### src/rtl/sp_usb_dram_bridge_pkg.sv
`default_nettype none
// +----------------------------------------------------------------------------+
// | Package     : sp_bridge_pkg                                                |
// | Description : Shared constants and FSM state encoding for the USB-DRAM     |
// |               line bridge.                                                 |
// | Revision    : 1.0  initial release                                         |
// +----------------------------------------------------------------------------+
package sp_bridge_pkg;

  localparam int LINE_BYTES = 16;
  localparam int ADDR_BYTES = 4;

  localparam logic [7:0] DEF_OP_WRITE = 8'h57;
  localparam logic [7:0] DEF_OP_READ  = 8'h52;
  localparam logic [7:0] DEF_ACK_BYTE = 8'h4B;

  localparam int STATE_W = 3;
  localparam logic [STATE_W-1:0] S_IDLE  = 3'd0;
  localparam logic [STATE_W-1:0] S_ADDR  = 3'd1;
  localparam logic [STATE_W-1:0] S_WDATA = 3'd2;
  localparam logic [STATE_W-1:0] S_WCMD  = 3'd3;
  localparam logic [STATE_W-1:0] S_ACK   = 3'd4;
  localparam logic [STATE_W-1:0] S_RCMD  = 3'd5;
  localparam logic [STATE_W-1:0] S_RWAIT = 3'd6;
  localparam logic [STATE_W-1:0] S_RSEND = 3'd7;

endpackage
`default_nettype wire

### src/rtl/sp_usb_dram_bridge.sv
`default_nettype none
// +----------------------------------------------------------------------------+
// | Module      : sp_usb_dram_bridge                                           |
// | Description : Decodes host write/read packets from the USB byte FIFO into  |
// |               single 128-bit DRAM line commands and returns ack/line data. |
// | Revision    : 1.0  initial release                                         |
// +----------------------------------------------------------------------------+
module sp_usb_dram_bridge
  import sp_bridge_pkg::*;
#(
  parameter logic [7:0] OP_WRITE = DEF_OP_WRITE,
  parameter logic [7:0] OP_READ  = DEF_OP_READ,
  parameter logic [7:0] ACK_BYTE = DEF_ACK_BYTE
) (
  input  logic         clk,
  input  logic         rst_n,
  input  logic         usb_avail,
  input  logic [7:0]   usb_rx,
  output logic         usb_read,
  input  logic         usb_full,
  output logic [7:0]   usb_tx,
  output logic         usb_write,
  input  logic         dram_ready,
  output logic [24:0]  dram_addr,
  output logic [127:0] dram_din,
  output logic [15:0]  dram_mask,
  output logic         dram_we,
  output logic         dram_re,
  input  logic [127:0] dram_dout
);

  localparam logic [3:0] C_ADDR_LAST = 4'(ADDR_BYTES - 1);
  localparam logic [3:0] C_LINE_LAST = 4'(LINE_BYTES - 1);

  logic [STATE_W-1:0] r_state;
  logic [STATE_W-1:0] w_state_next;
  logic [3:0]         r_cnt;
  logic               r_is_write;
  logic               r_rd_hold;
  logic               r_wr_hold;
  logic [31:0]        r_addr;
  logic [127:0]       r_wline;
  logic [127:0]       r_rline;
  logic               w_rx_state;
  logic               w_tx_state;
  logic               w_unused;

  // Upper address byte bits are accepted on the wire but carry no meaning.
  assign w_unused  = ^r_addr[31:25];
  assign dram_addr = r_addr[24:0];
  assign dram_din  = r_wline;
  assign dram_mask = 16'hFFFF;

  // State register
  always_ff @(posedge clk or negedge rst_n) begin
    if (!rst_n) begin
      r_state <= S_IDLE;
    end else begin
      r_state <= w_state_next;
    end
  end

  // Next-state logic
  always_comb begin
    w_state_next = r_state;
    unique case (r_state)
      S_IDLE: begin
        if (usb_read && (usb_rx == OP_WRITE || usb_rx == OP_READ)) begin
          w_state_next = S_ADDR;
        end
      end
      S_ADDR: begin
        if (usb_read && r_cnt == C_ADDR_LAST) begin
          w_state_next = r_is_write ? S_WDATA : S_RCMD;
        end
      end
      S_WDATA: begin
        if (usb_read && r_cnt == C_LINE_LAST) w_state_next = S_WCMD;
      end
      S_WCMD:  if (dram_ready) w_state_next = S_ACK;
      S_ACK:   if (usb_write)  w_state_next = S_IDLE;
      S_RCMD:  if (dram_ready) w_state_next = S_RWAIT;
      S_RWAIT: if (dram_ready) w_state_next = S_RSEND;
      S_RSEND: begin
        if (usb_write && r_cnt == C_LINE_LAST) w_state_next = S_IDLE;
      end
      default: w_state_next = S_IDLE;
    endcase
  end

  // Output logic: the hold flags stop a second pulse while the FIFO flags lag.
  always_comb begin
    w_rx_state = (r_state == S_IDLE) || (r_state == S_ADDR) || (r_state == S_WDATA);
    w_tx_state = (r_state == S_ACK) || (r_state == S_RSEND);
    usb_read   = w_rx_state && usb_avail && !r_rd_hold;
    usb_write  = w_tx_state && !usb_full && !r_wr_hold;
    usb_tx     = 8'h00;
    if (r_state == S_ACK) begin
      usb_tx = ACK_BYTE;
    end else if (r_state == S_RSEND) begin
      usb_tx = r_rline[{r_cnt, 3'b000} +: 8];
    end
    dram_we = (r_state == S_WCMD) && dram_ready;
    dram_re = (r_state == S_RCMD) && dram_ready;
  end

  // Datapath; rd_hold resets high so no read can fire while rst_n is low.
  always_ff @(posedge clk or negedge rst_n) begin
    if (!rst_n) begin
      r_cnt      <= 4'd0;
      r_is_write <= 1'b0;
      r_rd_hold  <= 1'b1;
      r_wr_hold  <= 1'b0;
      r_addr     <= 32'd0;
      r_wline    <= 128'd0;
      r_rline    <= 128'd0;
    end else begin
      r_rd_hold <= usb_read;
      r_wr_hold <= usb_write;

      if (w_state_next != r_state) begin
        r_cnt <= 4'd0;
      end else if (r_state != S_IDLE && (usb_read || usb_write)) begin
        r_cnt <= r_cnt + 4'd1;
      end

      if (usb_read) begin
        unique case (r_state)
          S_IDLE:  r_is_write <= (usb_rx == OP_WRITE);
          S_ADDR:  r_addr[{r_cnt[1:0], 3'b000} +: 8] <= usb_rx;
          S_WDATA: r_wline[{r_cnt, 3'b000} +: 8] <= usb_rx;
          default: ;
        endcase
      end

      if (r_state == S_RWAIT && dram_ready) begin
        r_rline <= dram_dout;
      end
    end
  end

endmodule
`default_nettype wire
### config.mk
export PLATFORM = sky130hd
export DESIGN_NAME = sp_usb_dram_bridge
export DESIGN_NICKNAME = d
export VERILOG_FILES = /design/src/rtl/sp_usb_dram_bridge_pkg.sv /design/src/rtl/sp_usb_dram_bridge.sv
export SDC_FILE = /design/constraint.sdc
export NUM_CORES = 1
export LEC_CHECK = 0
export CAP_MARGIN = 5
export CORE_MARGIN = 10
export CORE_UTILIZATION = 50
export CTS_CLUSTER_SIZE = 10
export DETAILED_ROUTE_END_ITERATION = 8
export PLACE_DENSITY = 0.92
export SLEW_MARGIN = 20
export SYNTH_ARGS = -nofsm -noshare
export SYNTH_HDL_FRONTEND = slang
export SYNTH_SLANG_ARGS = --single-unit
export TNS_END_PERCENT = 50
### constraint.sdc
create_clock -name clk -period 3.3 [get_ports clk]
set_input_delay 0.66 -clock clk [delete_from_list [all_inputs] [get_ports clk]]
set_output_delay 0.66 -clock clk [all_outputs]
set_load 0.03 [all_outputs]
# Word level (Yosys, flattened, before mapping)
# Index checks and enable logic that the tools add are counted.
# op_classes
addsub,3
reduce_logical,26
eq_ne,12
mux,16
shifts,5
# ops
operator,count
bitwise mux 128 bit,1
variable shift 8 x 9 -> 128 bit (first input constant),1
indexed part select 128 x 8 -> 8 bit,1
indexed part select 8 x 9 -> 128 bit,1
bitwise mux 32 bit,1
variable shift 8 x 7 -> 32 bit (first input constant),1
indexed part select 8 x 7 -> 32 bit,1
2-to-1 mux 3 bit,9
one-hot mux 3 bit (8 select lines),1
== test 8 x 7 -> 1 bit (second input constant),2
2-to-1 mux 8 bit,2
== test 3 bit (second input constant),4
logical AND 1 bit,12
negation 7 -> 9 bit,1
2-to-1 mux 4 bit,2
negation 5 -> 7 bit,1
== test 3 x 2 -> 1 bit (second input constant),2
AND reduction 2 bit,3
logical OR 1 bit,5
adder 4 x 1 -> 4 bit (second input constant),1
== test 4 x 2 -> 1 bit (second input constant),1
== test 4 bit (second input constant),1
== test 3 x 1 -> 1 bit (second input constant),1
zero test 1 bit,3
4 further kinds,4
# totals
wordCells,70
reg_bits,298
output_inout_bits,181

# Depth between registers and ports, before layout
# Gate-level depths: netlist of the first run.
# logic_depth
ltp_word,10
ltp_mapped,10
depth_no_buf,7

# Worst setup path after synthesis of the first run
# OpenSTA, ideal clock, no wires.
# synth_path
kind,register to register
start,register r_cnt[1]
end,"register r_wline[16], in the netlist dram_din[16]"
path_stages_with_launch,11
arrival_time_ns,2.695
period_less_slack_ns,2.819
setup_ns,0.125
slack_ns,0.481
path_cell_list,dfrtp_1 -> buf_6 -> clkbuf_1 -> inv_1 -> ha_1 -> buf_2 -> or4_4 -> nand2_1 -> o21ai_2 -> nor4_4 -> mux2_2
# synth_via
elab_chain_cells,3
word_cells_on_any_way,4
# synth_rtl
element,line_no,rtl
"start, declared",sp_usb_dram_bridge.sv:37,logic [3:0] r_cnt;
"start signal, assigned",sp_usb_dram_bridge.sv:124,r_cnt <= r_cnt + 4'd1;
negation 7 -> 9 bit (*),sp_usb_dram_bridge.sv:131,"S_WDATA: r_wline[{r_cnt, 3'b000} +: 8] <= usb_rx;"
indexed part select 8 x 9 -> 128 bit or variable shift 8 x 9 -> 128 bit (tied branches),sp_usb_dram_bridge.sv:131,
bitwise mux 128 bit (*),sp_usb_dram_bridge.sv:131,
"end signal, assigned by index",sp_usb_dram_bridge.sv:131,
"end, declared",sp_usb_dram_bridge.sv:42,logic [127:0] r_wline;
# Mark *: on every way between the ends. The rest lies on a longest branch, timed or not.
# A chain may end at the register's enable or synchronous reset.

# Worst setup path in the final report of the first run
# layout_path
start,register r_cnt[0]
end,output port usb_tx[2]
# layout_via
elab_chain_cells,3
# layout_rtl
element,line_no,rtl
indexed part select 128 x 8 -> 8 bit,sp_usb_dram_bridge.sv:101,"usb_tx = r_rline[{r_cnt, 3'b000} +: 8];"
2-to-1 mux 8 bit,sp_usb_dram_bridge.sv:100,end else if (r_state == S_RSEND) begin
2-to-1 mux 8 bit,sp_usb_dram_bridge.sv:98,if (r_state == S_ACK) begin
"end, declared",sp_usb_dram_bridge.sv:21,"output logic [7:0] usb_tx,"
# No other way between the ends.

==> results.md, run 1 <==
* Max Cap Violations at 0
* Commonest non-fill, non-tap cell in the layout: clkdlybuf4s50_1
* Max_slew headroom at 51.3%
* Xor-xnor portion of the synthesized cell area at 0.480%
* Clock skew at ~0.018 ns
* Routability Congestion at 0.839
* Kind of critical path: reg2out
* Share of layout cells above drive strength 1 at between 30 and 40%
* IO Pins at 322
* Most frequent cells in the layout: 296 x clkdlybuf4s50_1, 287 x dfrtp_1, 254 x mux2_2
* Switching share of power at 30.2%
* Number of synthesized flops with an enable pin at 0
* Avg WL per Cell at approximately 23 µm
* CTS Buffer Depth at 3
* Non-filler cells, final at 1561
* Power share of the combinational group at 29.0%
* Top cell type's share of synthesized area at ~57%
* DP Wirelength at 26.6 mm
* Worst setup path start: r_cnt[0]$_DFFE_PN0P_
* # port buffers at 305
* Total number of vias at ~8700
* Vias per inst at 5.58
* Top cells by area, synth: dfrtp_1 57%, mux2_2 22%, mux4_2 5.6%
* Initial drt markers at approximately 750
* Max Clock Freq at roughly 310 MHz
* Global-route wire length before repair at approximately 57 mm
* Design area at 17300 µm²
* NumNets Final at 1370
* Min-Delay Path Class: in2async
* RSZ-0062 raised after global routing: yes
* # fillers at 1695
* Final Hold Vio Count at 0
* Mux cell area share after synthesis at between 20% and 30%
* Total power at 11.7 mW
* Worst EP required at 2.64 ns
* Startpoint Class: flop
* Commonest register cell after synthesis: dfrtp_1
* Final setup violation count at 0
* Async SR Flop Fraction at 100%
* Clock Tree Root: clkbuf_16
* Cell Area, Placed at around 16000 µm²
* Largest net degree at the start of global routing at 129
* Pwr dens at 674 nW/µm²
* Worst Path Max Fanout at 7
* Die X at 180 µm
* Static Leak at 7.85 nW
* Pins Over Slew Limit at 0
* Status: complete, no violations
* Actual slew at the worst max-slew pin at 0.730 ns
* Starting Density at 50.7%
* Cts hold-fix bufs at 0
* Syn_area_per_cell at 14.2 µm²
* Vias in the first global route at 9672
* DRC at 0
* Compound-gate portion of the synthesized area at roughly 2.6%
* Worst reg2reg setup slack at 0.31 ns
* Cell area after synthesis at ~13000 µm²
* Layout area overhead at 35.6%
* Synth area leader: dfrtp_1
* Worst Path Arrival at about 2.6 ns
* Placed cell count at 1513
* Pre-Repair DR Iteration Count at 5
* CTS tree: done
* Max H-tree Level at 2
* Worst-path clk slew at roughly 0.05 ns
* Total Routing Usage GR at 22.2%
* Cell Int Power at 8.15 mW
* WL final at 36.6 mm
* Site Rows at 58
* Synth Instances at 901
* Num CTS Buffers at 35
* Worst VDD drop at 0.000475 V
* Tmin final at 3.27 ns
* Seq pwr share at 42.3%
* Final WS setup at approximately 0.034 ns
* Core box area at 25200 µm²
* Crit path capture: usb_tx[2]
* Initial antenna violation count at 1
* Simple-gate portion of the synthesized area at just over 7%
* Worst r2r src: r_cnt[0]$_DFFE_PN0P_
* Clock power frac at 28.7%
* Worst Setup End Kind: output pin
* Worst skew pair latency at 0.50 ns
* RR Endpoint: dram_din[116]$_DFFE_PN0P_
* Reg2reg path depth at 9
* Die area at about 32000 µm²
* Period utilization at between 90% and 100%
* Post-synthesis sequential area ratio at a little under three fifths
* Synthesized flop and latch total at 291
* ANT nets after route at 0
* Yosys cell types at 59
* Grt ovf at 0
* Largest family of logic cells by synthesized area: multiplexers
* Synthesis Warnings at 0
* NetSw at between 3 and 4 mW
* Die span in y at 180 µm
* Adder-cell area share of the yosys netlist at 0.490%
* # clock sinks at 291
* Dpl ws at 0.0375 ns
* TNS Setup at 0 ns
[worst max-delay path, stage by stage, from the launching register on]
cell             delay (ns)
dfrtp_4                0.45
buf_12                 0.14
mux4_2                 0.54
mux4_2                 0.49
and2_1                 0.19
clkdlybuf4s15_2        0.28
[sequential cells by signal, summed over array words and instances, names as in the netlist]
signal / flops
r_rd_hold: 1
dram_din: 128
r_cnt: 4
r_state: 3
r_wr_hold: 1
r_addr: 25
r_is_write: 1
r_rline: 128
[logic make-up after synthesis]
kind of cell             Yosys count
AO/OA/AOI/OAI                     55
other                              1
adder cells (fa/ha/maj)            5
flip-flops                       291
XOR/XNOR                           7
AND/OR/NAND/NOR                  163
buffers and inverters             81
multiplexers                     298
[Yosys cell counts, types with 4 or more instances]
master / instances
a22oi_1: 4
o21ai_0: 29
and2_1: 5
inv_1: 9
nand2b_1: 5
nand2_1: 75
nor2_1: 21
nor3_1: 5
mux2i_1: 11
mux2_2: 254
nor4_4: 5
nor4_1: 5
a21oi_1: 6
ha_1: 5
clkbuf_1: 30
o22ai_1: 4
nand3_1: 7
buf_2: 20
dfrtp_1: 290
buf_4: 17
mux4_2: 32
xnor2_1: 4
[worst min-delay path by stage]
stage                               end  cells past startpoint  slack (ns)              startpoint
2_1_floorplan   dram_din[0]$_DFFE_PN0P_                      0        0.36                   rst_n
3_3_place_gp     r_addr[14]$_DFFE_PN0P_                      2        0.46  r_addr[14]$_DFFE_PN0P_
3_5_place_dp     r_addr[18]$_DFFE_PN0P_                      2        0.47  r_addr[18]$_DFFE_PN0P_
4_1_cts        dram_din[86]$_DFFE_PN0P_                      1        0.19                   rst_n
5_1_grt        dram_din[71]$_DFFE_PN0P_                      1        0.23                   rst_n
6_report       dram_din[57]$_DFFE_PN0P_                      1        0.18                   rst_n
[cell type report]
cell class | instances | area [µm²] | area share, %
Timing Repair Buffer | 343 | 3480 | 20.1
Antenna cell | 1 | 2.50 | 0.0144
Tap cell | 330 | 413 | 2.38
Sequential cell | 291 | 7290 | 42.1
Clock inverter | 1 | 7.51 | 0.0433
Multi-Input combinational cell | 544 | 5150 | 29.7
Clock buffer | 42 | 945 | 5.45
Inverter | 9 | 33.8 | 0.195
[power groups by stage]
stage | Clock [mW] | Combinational [mW] | Sequential, mW
2_1_floorplan | 0 | 1.98 | 5.03
3_3_place_gp | 0 | 3.15 | 4.95
3_5_place_dp | 0 | 3.25 | 5.00
4_1_cts | 3.40 | 3.40 | 4.93
5_1_grt | 3.54 | 3.64 | 5.02
6_report | 3.35 | 3.38 | 4.94
[metrics by stage]
stage	hold WS (ns)	utilization, %
2_1_floorplan	0.364	-
3_5_place_dp	0.470	64.5
5_1_grt	0.227	68.8
4_1_cts	0.195	68.7
6_report	0.179	68.8
3_3_place_gp	0.462	64.5
[what timing repair did]
item / CTS / global route
gates cloned: 1 / 0
endpoints found under the hold margin: 0 / 0
resized for setup: 16 / 6
endpoints found under the setup margin: 8 / 22
buffers inserted: 3 / 0
[metal layers]
| layer | vias up | share of wire (%) | GRT usage [%] |
|---|---|---|---|
| met5 | - | 0 | 0 |
| met4 | 0 | 2.5 | 6.91 |
| met3 | 59 | 8.1 | 6.43 |
| met2 | 375 | 50 | 38.2 |
| met1 | 4448 | 39 | 26.3 |
| li1 | 3824 | - | - |
Note: power is estimated with default switching activity, not from simulation.
==> run 2, diff against run 1 <==
- ABC_AREA: unset -> 1
- CAP_MARGIN: 5 -> unset
- CORE_ASPECT_RATIO: unset -> 1.2
- CORE_UTILIZATION: 50 -> 49
- PLACE_DENSITY: 0.92 -> 0.91
==> run 2 against run 1 <==
Largest cell class unchanged. Critical endpoint is now usb_write. Largest power group unchanged. Flip-flop and latch count is the same. Non-clock buffer count is 14 lower. Combinational power is 57% higher. Via count rose by 36%.
==> results.md, run 2 <==
* Min-Delay Path Class: in2async
* Initial antenna violation count at 0 (-1)
* Starting Density at 49.7% (-1.0 points)
* DRC at 0 (unchanged)
* Post-CTS setup-driven buffer insertion count at 0 (-3)
* Vias in the first global route at 12255 (+27%)
* Die area at 32800 µm² (+1.3%)
* Die span in y at 196 µm (+9.2%)
* Vias per inst at 5.60 (+0.47%)
* Max_slew headroom at 44.1% (-7.2 points)
* Period utilization at 97.6% (-1.4 points)
* Max incr delay on CP at 0.67 ns (+0.13 ns)
* Actual slew at the worst max-slew pin at 0.833 ns (+0.102 ns)
* Highest Signal Layer: met4
* Clock Tree Root: clkbuf_16
* Pre-Repair DR Iteration Count at 6 (+1)
* Hold slack at 0.184 ns (+0.00494 ns)
* Async SR Flop Fraction at 100% (unchanged)
* DP Wirelength at 29.6 mm (+11%)
* Static Leak at 7.91 nW (+0.80%)
* ANT nets after route at 0 (unchanged)
* Most used cell, CP: nand2_1
* Avg WL per Cell at 19.5 µm (-17%)
* Cell Area, Placed at 16000 µm² (-1.7%)
* CP Cell Sequence: nand3_1, nand2_1, nand2_1, inv_1, clkdlybuf4s50_1
* Cts hold-fix bufs at 0 (unchanged)
* Cell with the most instances after synthesis: nand2_1
* Kind of critical path: reg2out
* Routability Congestion at 0.895 (+6.7%)
* Commonest non-fill, non-tap cell in the layout: nand2_1
* Yosys cell types at 35 (-41%)
* Status: complete, no violations
* Max H-tree Level at 2 (unchanged)
* Syn_area_per_cell at 8.50 µm² (-40%)
* Synth cell count leaders: 497 x nand2_1, 290 x dfrtp_1, 198 x o21ai_0
* Worst-path clk slew at 0.06 ns (about the same)
* Final setup violation count at 0 (unchanged)
* Startpoint Class: flop
* Met3 routed WL at 3.67 mm (+24%)
* Total Routing Usage GR at 24.1% (+1.9 points)
* Site Rows at 64 (+10%)
* NumNets Final at 1924 (+40%)
* Largest net degree at the start of global routing at 98 (-24%)
* Synthesized flop and latch total at 291 (unchanged)
* Critical path buffers and inverters at 2 (unchanged)
* Top cells by area, synth: dfrtp_1 57%, nand2_1 15%, o21ai_0 7.8%
* CTS Buffer Depth at 3 (unchanged)
* CTS tree: done
* Max Clock Freq at 311 MHz (+1.4%)
* Worst VDD drop at 0.000568 V (+20%)
* Grt ovf at 0 (unchanged)
* Top cell type's share of synthesized area at 57.1% (+0.35 points)
* Cell area after synthesis at 12700 µm² (-0.61%)
* Worst EP required at 2.64 ns (about the same)
* # port buffers at 305 (unchanged)
* Share of layout cells above drive strength 1 at 6.15% (-27 points)
* Crit-path leading delay family: buffers and inverters
* Global-route wire length before repair at 65.2 mm (+14%)
* Num CTS Buffers at 35 (unchanged)
* Synthesis Warnings at 0 (unchanged)
* Synth area leader: dfrtp_1
* Final Hold Vio Count at 0 (unchanged)
* Synth Instances at 1495 (+66%)
* Clock skew at 0.0192 ns (+0.00145 ns)
* Commonest register cell after synthesis: dfrtp_1
* Design area at 16900 µm² (-2.4%)
* Worst skew pair latency at 0.51 ns (about the same)
* Placed cell count at 2071 (+37%)
* Non-filler cells, final at 2119 (+36%)
* IO Pins at 322 (unchanged)
* Post-synthesis sequential area ratio at 57.3% (+0.35 points)
* Worst Path Arrival at 2.56 ns (-0.05 ns)
* Number of synthesized flops with an enable pin at 0 (unchanged)
* Pins Over Slew Limit at 0 (unchanged)
* Post-CTS resize count at 0 (-16)
* Tmin final at 3.22 ns (-0.0460 ns)
* Total power at 14.1 mW (+21%)
* Met1 WL at 15.4 mm (+7.2%)
* Max Cap Violations at 0 (unchanged)
* Die X at 167 µm (-7.2%)
* Core box area at 25500 µm² (+1.4%)
* Layout area overhead at 33.2%
* Worst Setup End Kind: output pin
* RSZ-0062 raised after global routing: no
* Worst Path Max Fanout at 12 (+5)
* Most frequent cells in the layout: 497 x nand2_1, 296 x clkdlybuf4s50_1, 289 x dfrtp_1
* # fillers at 1914 (+13%)
* Initial drt markers at 1167 (+55%)
* Slowest cell on the critical path: clkdlybuf4s50_1
* Total number of vias at 11874 (+36%)
* TNS Setup at 0 ns (unchanged)
* Antenna diode count at 0 (-1)
* Pwr dens at 835 nW/µm² (+24%)
* # clock sinks at 291 (unchanged)
* WL met2 at 20.7 mm (+12%)
* WL final at 41.3 mm (+13%)
==> run 2: cell count changes after synthesis, sizes merged, moves of 23 or more <==
cell | before | now
nand2 | 75 | 510
mux2 | 255 | 0
o21ai | 31 | 264
inv | 9 | 108
nand3 | 10 | 64
a21oi | 6 | 56
mux4 | 32 | 0
nor2 | 25 | 48
==> run 2: area by class of cell <==
| class | instances | area (µm²) | area share (%) |
|---|---|---|---|
| clock inverters | 4 | 33.8 | 0.200 |
| repair buffers | 329 | 3280 | 19.4 |
| multi-input cells | 1012 | 4570 | 27.0 |
| inverters | 109 | 419 | 2.48 |
| clock buffers | 44 | 910 | 5.38 |
| flip-flops and latches | 291 | 7280 | 43.1 |
| well taps | 330 | 413 | 2.44 |
==> run 2: layer usage <==
metal	global-route usage, %	vias up
met3	6.03	115
met4	9.77	0
met2	41.6	696
met1	28.1	5714
met5	0	-
li1	-	5349
==> run 2: final timing paths <==
check	from	end	slack (ns)	cells past startpoint
max in group asynchronous	rst_n	r_rline[70]$_DFFE_PN0P_	2.25	2
hold / removal	rst_n	r_addr[19]$_DFFE_PN0P_	0.18	1
hold reg to reg	r_rline[97]$_DFFE_PN0P_	r_rline[97]$_DFFE_PN0P_	0.47	2
setup reg to reg	r_cnt[0]$_DFFE_PN0P_	dram_din[113]$_DFFE_PN0P_	0.62	11
setup / recovery	r_state[2]$_DFF_PN0_	usb_write	0.08	5
min in group clk	r_rline[97]$_DFFE_PN0P_	r_rline[97]$_DFFE_PN0P_	0.47	2
==> run 2: where the power goes <==
part / switching, mW / internal (mW) / leakage, nW / total (mW)
Clock: 1.41 / 1.93 / 0.456 / 3.33
Combinational: 3.45 / 1.88 / 3.66 / 5.32
Sequential: 0.671 / 4.80 / 3.79 / 5.47
==> run 2: through the flow <==
| stage | util [%] | setup slack, ns |
|---|---|---|
| finish | 66.2 | 0.0800 |
| global route | 66.2 | 0.00881 |
| CTS | 66.2 | 0.120 |
| detailed placement | 62.5 | 0.452 |
| global placement | 62.5 | 0.511 |
| floorplan | - | 0.763 |
==> run 2: logic make-up (layout without fill, tap and decap cells) <==
logic type | Yosys count | count (layout) | synth area share, %
xor+xnor | 2 | 2 | 0.138
simple gates | 641 | 641 | 20.7
buf+inv | 207 | 486 | 7.10
fa+ha+maj | 5 | 5 | 0.493
flops | 291 | 291 | 57.3
compound gates | 348 | 348 | 14.2
other cells | 1 | 16 | 0.0295
==> run 3, diff against run 2 <==
- ABC_CLOCK_PERIOD_IN_PS: unset -> 3300
==> results of run 3 <==
Same layout as run 2: the final DEF is identical, and so are final timing and power.
